## src/rtl/mc_contr_pkg.sv

```systemverilog
// Shared encodings for the multicycle MIPS controller: opcodes, funct codes,
// ALU codes, datapath select encodings and the FSM state type.
package mc_contr_pkg;

  localparam logic [5:0] OP_R    = 6'b000000;
  localparam logic [5:0] OP_LW   = 6'b100011;
  localparam logic [5:0] OP_SW   = 6'b101011;
  localparam logic [5:0] OP_BEQ  = 6'b000100;
  localparam logic [5:0] OP_ADDI = 6'b001000;
  localparam logic [5:0] OP_J    = 6'b000010;

  localparam logic [5:0] FN_ADD = 6'b100000;
  localparam logic [5:0] FN_SUB = 6'b100010;
  localparam logic [5:0] FN_AND = 6'b100100;
  localparam logic [5:0] FN_OR  = 6'b100101;
  localparam logic [5:0] FN_SLT = 6'b101010;

  localparam logic [3:0] ALU_AND = 4'b0000;
  localparam logic [3:0] ALU_OR  = 4'b0001;
  localparam logic [3:0] ALU_ADD = 4'b0010;
  localparam logic [3:0] ALU_SUB = 4'b0110;
  localparam logic [3:0] ALU_SLT = 4'b0111;

  localparam logic [1:0] B_RT     = 2'b00;
  localparam logic [1:0] B_FOUR   = 2'b01;
  localparam logic [1:0] B_IMM    = 2'b10;
  localparam logic [1:0] B_IMM_SH = 2'b11;

  localparam logic [1:0] PC_ALU = 2'b00;
  localparam logic [1:0] PC_BTA = 2'b01;
  localparam logic [1:0] PC_JTA = 2'b10;
  localparam logic [1:0] PC_EXC = 2'b11;

  typedef enum logic [3:0] {
    S_FETCH, S_DECODE, S_MEMADR, S_MEMRD, S_MEMWB, S_MEMWR,
    S_EXEC, S_ALUWB, S_BRANCH, S_ADDIEX, S_ADDIWB, S_JUMP
`ifdef MC_CONTR_ILLEGAL_TRAP_EN
    , S_TRAP
`endif
  } state_t;

  typedef enum logic [1:0] {AOP_ADD, AOP_SUB, AOP_FUNCT} aluop_t;

  function automatic logic is_known_op(input logic [5:0] op);
    return op inside {OP_R, OP_LW, OP_SW, OP_BEQ, OP_ADDI, OP_J};
  endfunction

endpackage

```

## src/rtl/mc_aludec.sv

```systemverilog
// ALU decoder: selects add, sub or a funct-derived operation and flags
// funct codes outside the supported R-type set.
module mc_aludec
  import mc_contr_pkg::*;
#(
  parameter int ALU_C_W = 4
) (
  input  aluop_t             aluop,
  input  logic [5:0]         funct,
  output logic [ALU_C_W-1:0] alu_c,
  output logic               illegal
);

  logic [3:0] code;

  // NOTE: every always_comb output gets a default first so no latch is inferred.
  always_comb begin
    code    = ALU_ADD;
    illegal = 1'b0;
    case (aluop)
      AOP_SUB: code = ALU_SUB;
      AOP_FUNCT: begin
        case (funct)
          FN_ADD:  code = ALU_ADD;
          FN_SUB:  code = ALU_SUB;
          FN_AND:  code = ALU_AND;
          FN_OR:   code = ALU_OR;
          FN_SLT:  code = ALU_SLT;
          default: illegal = 1'b1;
        endcase
      end
      default: code = ALU_ADD;
    endcase
  end

  assign alu_c = ALU_C_W'(code);

endmodule

```

## src/rtl/mc_contr.sv

```systemverilog
// Multicycle MIPS controller with ready-based memory handshake and timeout.
// Optional illegal-instruction trap enabled by MC_CONTR_ILLEGAL_TRAP_EN.
module mc_contr
  import mc_contr_pkg::*;
#(
  parameter int ALU_C_W     = 4,
  parameter int MEM_TIMEOUT = 16
) (
  input  logic               clk,
  input  logic               rst,
  input  logic [5:0]         op_c,
  input  logic [5:0]         funct,
  input  logic               zero,
  input  logic               mem_ready,
  output logic               mem_req,
  output logic               iord_c,
  output logic               mw_c,
  output logic               ir_we_c,
  output logic               argA_c,
  output logic [1:0]         argB_c,
  output logic               dest_reg_c,
  output logic               result_c,
  output logic               we_c,
  output logic               pc_we_c,
  output logic [1:0]         pc_next_c,
  output logic [ALU_C_W-1:0] alu_c,
  output logic               instr_done,
  output logic               bus_err,
  output logic               exc_c
);

  state_t             state;
  logic [7:0]         wait_cnt;
  logic               in_mem, timeout, alu_en, fn_illegal;
  aluop_t             aluop;
  logic [ALU_C_W-1:0] alu_raw;

  mc_aludec #(.ALU_C_W(ALU_C_W)) u_aludec (
    .aluop   (aluop),
    .funct   (funct),
    .alu_c   (alu_raw),
    .illegal (fn_illegal)
  );

`ifndef MC_CONTR_ILLEGAL_TRAP_EN
  logic unused_fn_illegal;
  assign unused_fn_illegal = fn_illegal;
`endif

  assign in_mem  = state inside {S_FETCH, S_MEMRD, S_MEMWR};
  assign timeout = in_mem && !mem_ready && (wait_cnt == 8'(MEM_TIMEOUT - 1));

  // NOTE: sequential state uses non-blocking assignments only.
  always_ff @(posedge clk) begin
    if (rst) begin
      state    <= S_FETCH;
      wait_cnt <= '0;
    end else begin
      // The counter only runs while a memory state is stalled; any exit clears it.
      wait_cnt <= (in_mem && !mem_ready && !timeout) ? wait_cnt + 8'd1 : '0;
      case (state)
        S_FETCH:  if (mem_ready) state <= S_DECODE;
        S_DECODE: begin
          case (op_c)
            OP_LW, OP_SW: state <= S_MEMADR;
            OP_R:         state <= S_EXEC;
            OP_BEQ:       state <= S_BRANCH;
            OP_ADDI:      state <= S_ADDIEX;
            OP_J:         state <= S_JUMP;
`ifdef MC_CONTR_ILLEGAL_TRAP_EN
            default:      state <= S_TRAP;
`else
            default:      state <= S_FETCH;
`endif
          endcase
        end
        S_MEMADR: state <= (op_c == OP_LW) ? S_MEMRD : S_MEMWR;
        S_MEMRD: begin
          if (mem_ready)    state <= S_MEMWB;
          else if (timeout) state <= S_FETCH;
        end
        S_MEMWR:  if (mem_ready || timeout) state <= S_FETCH;
`ifdef MC_CONTR_ILLEGAL_TRAP_EN
        S_EXEC:   state <= fn_illegal ? S_TRAP : S_ALUWB;
`else
        S_EXEC:   state <= S_ALUWB;
`endif
        S_ADDIEX: state <= S_ADDIWB;
        default:  state <= S_FETCH;
      endcase
    end
  end

  always_comb begin
    mem_req    = 1'b0;
    iord_c     = 1'b0;
    mw_c       = 1'b0;
    ir_we_c    = 1'b0;
    argA_c     = 1'b0;
    argB_c     = B_RT;
    dest_reg_c = 1'b0;
    result_c   = 1'b0;
    we_c       = 1'b0;
    pc_we_c    = 1'b0;
    pc_next_c  = PC_ALU;
    aluop      = AOP_ADD;
    alu_en     = 1'b0;
    instr_done = 1'b0;
    bus_err    = 1'b0;
    exc_c      = 1'b0;
    if (!rst) begin
      bus_err = timeout;
      case (state)
        S_FETCH: begin
          mem_req = 1'b1; argB_c = B_FOUR; alu_en = 1'b1;
          ir_we_c = mem_ready; pc_we_c = mem_ready;
        end
        S_DECODE: begin
          argB_c = B_IMM_SH; alu_en = 1'b1;
`ifndef MC_CONTR_ILLEGAL_TRAP_EN
          instr_done = !is_known_op(op_c);
`endif
        end
        S_MEMADR: begin argA_c = 1'b1; argB_c = B_IMM; alu_en = 1'b1; end
        S_MEMRD:  begin mem_req = 1'b1; iord_c = 1'b1; end
        S_MEMWB:  begin we_c = 1'b1; result_c = 1'b1; instr_done = 1'b1; end
        S_MEMWR: begin
          mem_req = 1'b1; iord_c = 1'b1; mw_c = 1'b1; instr_done = mem_ready;
        end
        S_EXEC:   begin argA_c = 1'b1; aluop = AOP_FUNCT; alu_en = 1'b1; end
        S_ALUWB:  begin we_c = 1'b1; dest_reg_c = 1'b1; instr_done = 1'b1; end
        S_BRANCH: begin
          argA_c = 1'b1; aluop = AOP_SUB; alu_en = 1'b1;
          pc_next_c = PC_BTA; pc_we_c = zero; instr_done = 1'b1;
        end
        S_ADDIEX: begin argA_c = 1'b1; argB_c = B_IMM; alu_en = 1'b1; end
        S_ADDIWB: begin we_c = 1'b1; instr_done = 1'b1; end
        S_JUMP:   begin pc_next_c = PC_JTA; pc_we_c = 1'b1; instr_done = 1'b1; end
`ifdef MC_CONTR_ILLEGAL_TRAP_EN
        S_TRAP: begin
          exc_c = 1'b1; pc_we_c = 1'b1; pc_next_c = PC_EXC; instr_done = 1'b1;
        end
`endif
        default: ;
      endcase
    end
  end

  assign alu_c = alu_en ? alu_raw : '0;

endmodule
```

## config.mk

```make
export PLATFORM = sky130hd
export DESIGN_NAME = mc_contr
export DESIGN_NICKNAME = d
export VERILOG_FILES = /design/src/rtl/mc_contr_pkg.sv /design/src/rtl/mc_aludec.sv /design/src/rtl/mc_contr.sv
export SDC_FILE = /design/constraint.sdc
export NUM_CORES = 1
export LEC_CHECK = 0
export CAP_MARGIN = 20
export CORE_ASPECT_RATIO = 0.6
export CORE_MARGIN = 2
export CORE_UTILIZATION = 40
export DETAILED_ROUTE_END_ITERATION = 16
export PLACE_DENSITY = 0.75
export SLEW_MARGIN = 40
export SYNTH_ARGS = -nofsm -noshare
export SYNTH_HDL_FRONTEND = slang
export SYNTH_SLANG_ARGS = --single-unit
```

## constraint.sdc

```tcl
create_clock -name clk -period 2.2 [get_ports clk]
set_input_delay 0.44 -clock clk [delete_from_list [all_inputs] [get_ports clk]]
set_output_delay 0.44 -clock clk [all_outputs]
set_load 0.02 [all_outputs]
```

Yosys cells after proc, flatten, opt, wreduce, memory -nomap -nowiden

Cells that the tools add are included.

Word-level logic and storage cells: 90
Input port bits: 16
Register bits: 12
Output and inout port bits: 20

Multiplexer cells: 39
Equal/unequal tests: 26
Reduce and logical (&&, ||, !) cells: 21
Add/sub/neg operators: 1
Bitwise operators: 1

Operators by type and width:

| kind                                                                   | count |
|---|---|
| 6-bit equality test (second input constant)                            | 6 |
| 4-bit one-hot mux with 7 select lines                                  | 1 |
| 1-bit two-way mux                                                      | 21 |
| 4-bit two-way mux                                                      | 5 |
| 4-bit one-hot mux with 5 select lines                                  | 1 |
| 4-bit by 3-bit equality test with 1-bit output (second input constant) | 4 |
| 4-bit equality test (second input constant)                            | 4 |
| 3-bit one-hot mux with 4 select lines                                  | 1 |
| 8-bit by 1-bit adder with 8-bit output (second input constant)         | 1 |
| 4-bit by 2-bit equality test with 1-bit output (second input constant) | 2 |
| 8-bit by 4-bit equality test with 1-bit output (second input constant) | 1 |
| 2-bit one-hot mux with 2 select lines                                  | 2 |
| 4-bit one-hot mux with 2 select lines                                  | 1 |
| 2-bit OR reduction                                                     | 4 |
| 6-bit by 2-bit equality test with 1-bit output (second input constant) | 1 |
| 6-bit by 3-bit equality test with 1-bit output (second input constant) | 1 |
| 6-bit by 4-bit equality test with 1-bit output (second input constant) | 1 |
| 6-bit logical NOT                                                      | 1 |
| 2-bit two-way mux                                                      | 3 |
| 1-bit one-hot mux with 3 select lines                                  | 2 |
| 2-bit one-hot mux with 3 select lines                                  | 1 |
| 6-bit nonzero test                                                     | 1 |
| 3-bit OR reduction                                                     | 2 |
| 6-bit OR reduction                                                     | 1 |
| other kinds (16)                                                       | 20 |

Logic depth before layout (Yosys ltp)

Depth in word-level cells: 8
Mapped depth: 8
Mapped depth without buffers: 7

Cells and area by module

Synthesis repeated with hierarchy kept, for this count alone.

Cells, all modules: 154
Area total of the unflattened synthesis: 1126.1 um2

By module, submodules not included:

| module    | times used | sequential area each (um2) | area an instance (um2) | cells an instance |
|---|---|---|---|---|
| mc_contr  | 1          | 240.2                      | 965.9                  | 132 |
| mc_aludec | 1          | 0.0                        | 160.2                  | 22 |

Least setup slack after synthesis

OpenSTA, ideal clock, no wires.

Path type: register to output
Start: register state[2]
End: output port alu_c[1]
Buffers on the path: 2
Cell stages (with the launch flop): 9
Required time: 1760 ps
Slack: -548 ps
Arrival: 2308 ps
Cell sequence: dfxtp_1 -> buf_2 -> or2_2 -> clkbuf_1 -> nor4_1 -> inv_1 -> ha_1 -> a211oi_1 -> nor2_1

Word-level cells in the longest chain between the ends: 6
Elaborated cells between the ends (all ways): 15
Classes of those cells: 7 x eq/ne; 6 x mux; 2 x reduce/logical

Ends and longest elaborated chain:

| element                                                                                      | line            | RTL |
|---|---|---|
| start: declaration                                                                           | mc_contr.sv:32  | `state_t state;` |
| start signal: assignment                                                                     | mc_contr.sv:77  | `S_MEMADR: state <= (op_c == OP_LW) ? S_MEMRD : S_MEMWR;` |
| 4-bit equality test / 4-bit by 3-bit equality test with 1-bit output (equally long branches) | mc_contr.sv:113 | `case (state)` |
| 2-bit one-hot mux with 2 select lines                                                        | mc_contr.sv:113 |  |
| 2-bit two-way mux                                                                            | mc_contr.sv:111 | `if (!rst) begin` |
| 2-bit equality test / 2-bit by 1-bit equality test with 1-bit output (equally long branches) | mc_aludec.sv:20 | `case (aluop)` |
| 4-bit one-hot mux with 2 select lines                                                        | mc_aludec.sv:20 |  |
| 4-bit two-way mux *                                                                          | mc_contr.sv:149 | `assign alu_c = alu_en ? alu_raw : '0;` |
| end: declaration                                                                             | mc_contr.sv:26  | `output logic [ALU_C_W-1:0] alu_c,` |

Mark *: on every way between the ends. The rest lies on a longest branch, timed or not.

Final worst setup path

Start: register state[1]
End: output port alu_c[0]

The elaborated chain is that of the path after synthesis.

==> results.tsv <==
stage	metric	value	unit
timing	rsz0062_at_grt	true	
die	start_util	42.0	%
layout	final_cell_mix	buf_4 (56), nor2_1 (20)	
synthesis	synthAdderAreaFrac	3.60	%
grt	grtUsageTotal	27.0	%
timing	min_period	2260	ps
grt	antenna_found_initial	0	
placed_design	dp.cells	248	
grt	grt_pass1_vias	1407	
critical_path	worst_ep_arrival_time	1820	ps
synthesis	yosysUniqueCellTypes	40	
layout	nFillCells	156	
power_and_ir_drop	total_power	1.39	mW
min_path	hold_path_end	wait_cnt[0]	
power_and_ir_drop	pwr-share-comb	64.5	%
min_path	min_from	wait_cnt[0]	
clock_network	cts_tree	built	
timing	hold_viol	0	
die	die_area	3050	um2
timing	fmax	442	MHz
placed_design	dp.final_hpwl	2880	um
critical_path	critPathTopFamily	simple AND/OR/NAND/NOR gates	
timing	clock_skew	1.47	ps
min_path	min_path_type	reg2reg	
critical_path	ff2ff_setup_slack	250	ps
grt	grt_max_degree	17	
power_and_ir_drop	powerDensity	693	nW/um2
layout	drive_gt1_share	44.8	%
synthesis	synth_ff_type	dfxtp_1	
critical_path	worstReg2RegStart	state[1]	
timing	slew_violations	0	
grt	grt_pass1_wl	6480	um
layout	antennaDiodeCount	0	
critical_path	rr_endpoint	state[2]	
timing	setup_slack	-64.9	ps
timing	finalCritPeriodShare	103	%
critical_path	cp-start-kind	flip-flop	
synthesis	synth_top_area_cell	dfxtp_1	
power_and_ir_drop	power_frac_clock	14.3	%
clock_network	root_buffer	clkbuf_8	
layout	area_growth	91.6	%
power_and_ir_drop	switching_share	41.2	%
die	io_pins	36	
die	std_cell_rows	14	
critical_path	cp_slowest_cell	dfxtp_4	
synthesis	synth-edff-count	0	
die	coreArea	2490	um2
synthesis	synth-xor-area-share	8.39	%
layout	layout.cells.most_common	buf_4	
drt	wirelength	4210	um
clock_network	cts_buffers	3	
placed_design	pre_cts_slack	-987	ps
clock_network	cts_buffer_depth	2	
die	fp.dieW	69.9	um
drt	wl_per_cell	16.1	um
layout	nets	251	
synthesis	netlist_area	1040	um2
critical_path	cp_max_fo	3	
critical_path	worstPathRequired	1760	ps
synthesis	synthArstFlopShare	0	%
status	status	finished, violations left	
power_and_ir_drop	cellLeakagePower	0.878	nW
power_and_ir_drop	ir_worst_vdd	0.000271	V
layout	fin_util	80.4	%
job	maxCapViolCount	0	
status	violations	negative setup slack	
grt	grt-ovfl-total	0	
critical_path	critical_path_buf_inv_count	2	
drt	drtAntennaViolNets	0	
timing	fin_tns_setup	-126	ps
clock_network	cts_sinks	12	
synthesis	synth_area_leaders	dfxtp_1 (23%), nor2_1 (7.9%), xnor2_1 (5.9%)	
power_and_ir_drop	p_int	0.814	mW
die	fp.dieH	43.6	um
power_and_ir_drop	power.switching	0.571	mW
min_path	min_path_cells	1	
timing	finalSetupViolCount	3	
critical_path	critPathKind	reg2out	
placed_design	place_congestion	0.846	
clock_network	insertion_delay	240	ps
synthesis	synth-seq-cells	12	
synthesis	yosysWarningCount	0	
critical_path	worst_path_largest_cell_delay	370	ps
synthesis	ys_seq_area_share	23.0	%
layout	layout.cells.non_filler	262	
critical_path	ff2ff_path_depth	6	
drt	drt-pass1-iter-count	4	
synthesis	synth.area.mux_share	0	%
clock_network	htreeDepth	1	
drt	via_per_inst	5.66	
synthesis	synth-simple-area-share	40.0	%
drt	drt-initial-drc-count	74	
drt	vias	1483	
placed_design	io_buffers	33	
synthesis	synth_top_family_by_area	simple AND/OR/NAND/NOR gates	
drt	remaining_drc_errors	0	
synthesis	syn_inst	147	
synthesis	yosys.area.top_type_share	23.0	%
critical_path	end_kind	primary output	
power_and_ir_drop	p_seq_share	21.1	%
critical_path	cp_cell_sequence	nand3_2 -> or3_4 -> inv_2 -> ha_4 -> nand3_4 -> nor4_4 -> buf_4	
clock_network	path_clk_slew	50	ps
synthesis	synth_compound_area_share	17.5	%
critical_path	startpoint	state[1]	
synthesis	synthesis.area_per_instance	7.10	um2
==> layer usage <==
| layer | vias up | wire (um) | part of all wire (%) | track usage (%) |
|---|---|---|---|---|
| met5 | - | 0 | 0 | 0 |
| met4 | 0 | 85 | 2.0 | 5.77 |
| met3 | 11 | 395 | 9.4 | 4.88 |
| met2 | 81 | 2070 | 49 | 51.2 |
| met1 | 702 | 1660 | 39 | 32.6 |
| li1 | 689 | - | - | - |
==> cell type report <==
| type | count | area [um2] | area share [%] |
|---|---|---|---|
| inverter | 7 | 32.5 | 1.63 |
| multi-input combinational | 119 | 893 | 44.7 |
| sequential | 12 | 250 | 12.5 |
| tap | 32 | 40.0 | 2.00 |
| clock buffer | 3 | 41.3 | 2.07 |
| timing repair buffer | 89 | 742 | 37.1 |
==> worst reg2reg max path, cell delays in order (launching register included) <==
cell and delay, ps:
dfxtp_4 360, buf_6 140, or4_4 550, buf_4 150, nor3b_1 130, or2_2 300, a31oi_1 220
==> worst max-delay path by stage <==
stage,end,depth (start not counted)
global route,alu_c[0],7
finish,alu_c[0],7
CTS,alu_c[1],7
floorplan,alu_c[1],7
detailed placement,alu_c[0],9
global placement,alu_c[0],9
==> per-stage QoR <==
stage / hold WS (ps) / cell area (um2)
floorplan: 418 / 1180
global placement: 424 / 1800
detailed placement: 440 / 1800
CTS: 452 / 1950
global route: 466 / 2000
finish: 457 / 2000
==> synthesized netlist by cell type (2+ instances only) <==
cell type and n:
buf_2 2, nor4b_1 2, a22oi_1 2, xnor2_1 7, nor4_1 5, nand3_1 7, o31ai_1 2, nor3_1 10
o21ai_0 4, clkbuf_1 5, nand2_1 5, nor3b_1 3, buf_4 2, nand3b_1 2, nand2b_1 9, inv_1 6
dfxtp_1 12, or2_2 4, nor2_1 22, xor2_1 3, or4_4 2, a211oi_1 3, a211o_1 2, a21oi_1 5
ha_1 3, a31oi_1 4
==> flip-flops by register name, summed over array words and instances, names as in the netlist <==
| name | flops |
|---|---|
| wait_cnt | 8 |
| state | 4 |
==> timing repair <==
action                     4_1_cts  5_1_grt
pin swaps                       13       10
hold buffers                     0        0
gates resized for setup         72       16
gates cloned                     0        0
buffers inserted                 9        2
setup endpoints to repair       18       10
==> power by group through the flow <==
stage	Sequential, mW	Clock (mW)	Combinational, mW
final	0.293	0.199	0.894
after CTS	0.283	0.201	0.848
after floorplan	0.271	0	0.456
after global routing	0.292	0.210	0.947
after global placement	0.279	0	0.781
after detailed placement	0.281	0	0.807
==> kinds of logic (layout without fill, tap and decap cells) <==
logic type,after synthesis,count (layout)
flops,12,12
other cells,1,2
xor+xnor,10,10
fa+ha+maj,3,3
buf+inv,17,99
simple gates,77,77
compound gates,27,27
Note: power is estimated with default switching activity, not from simulation.
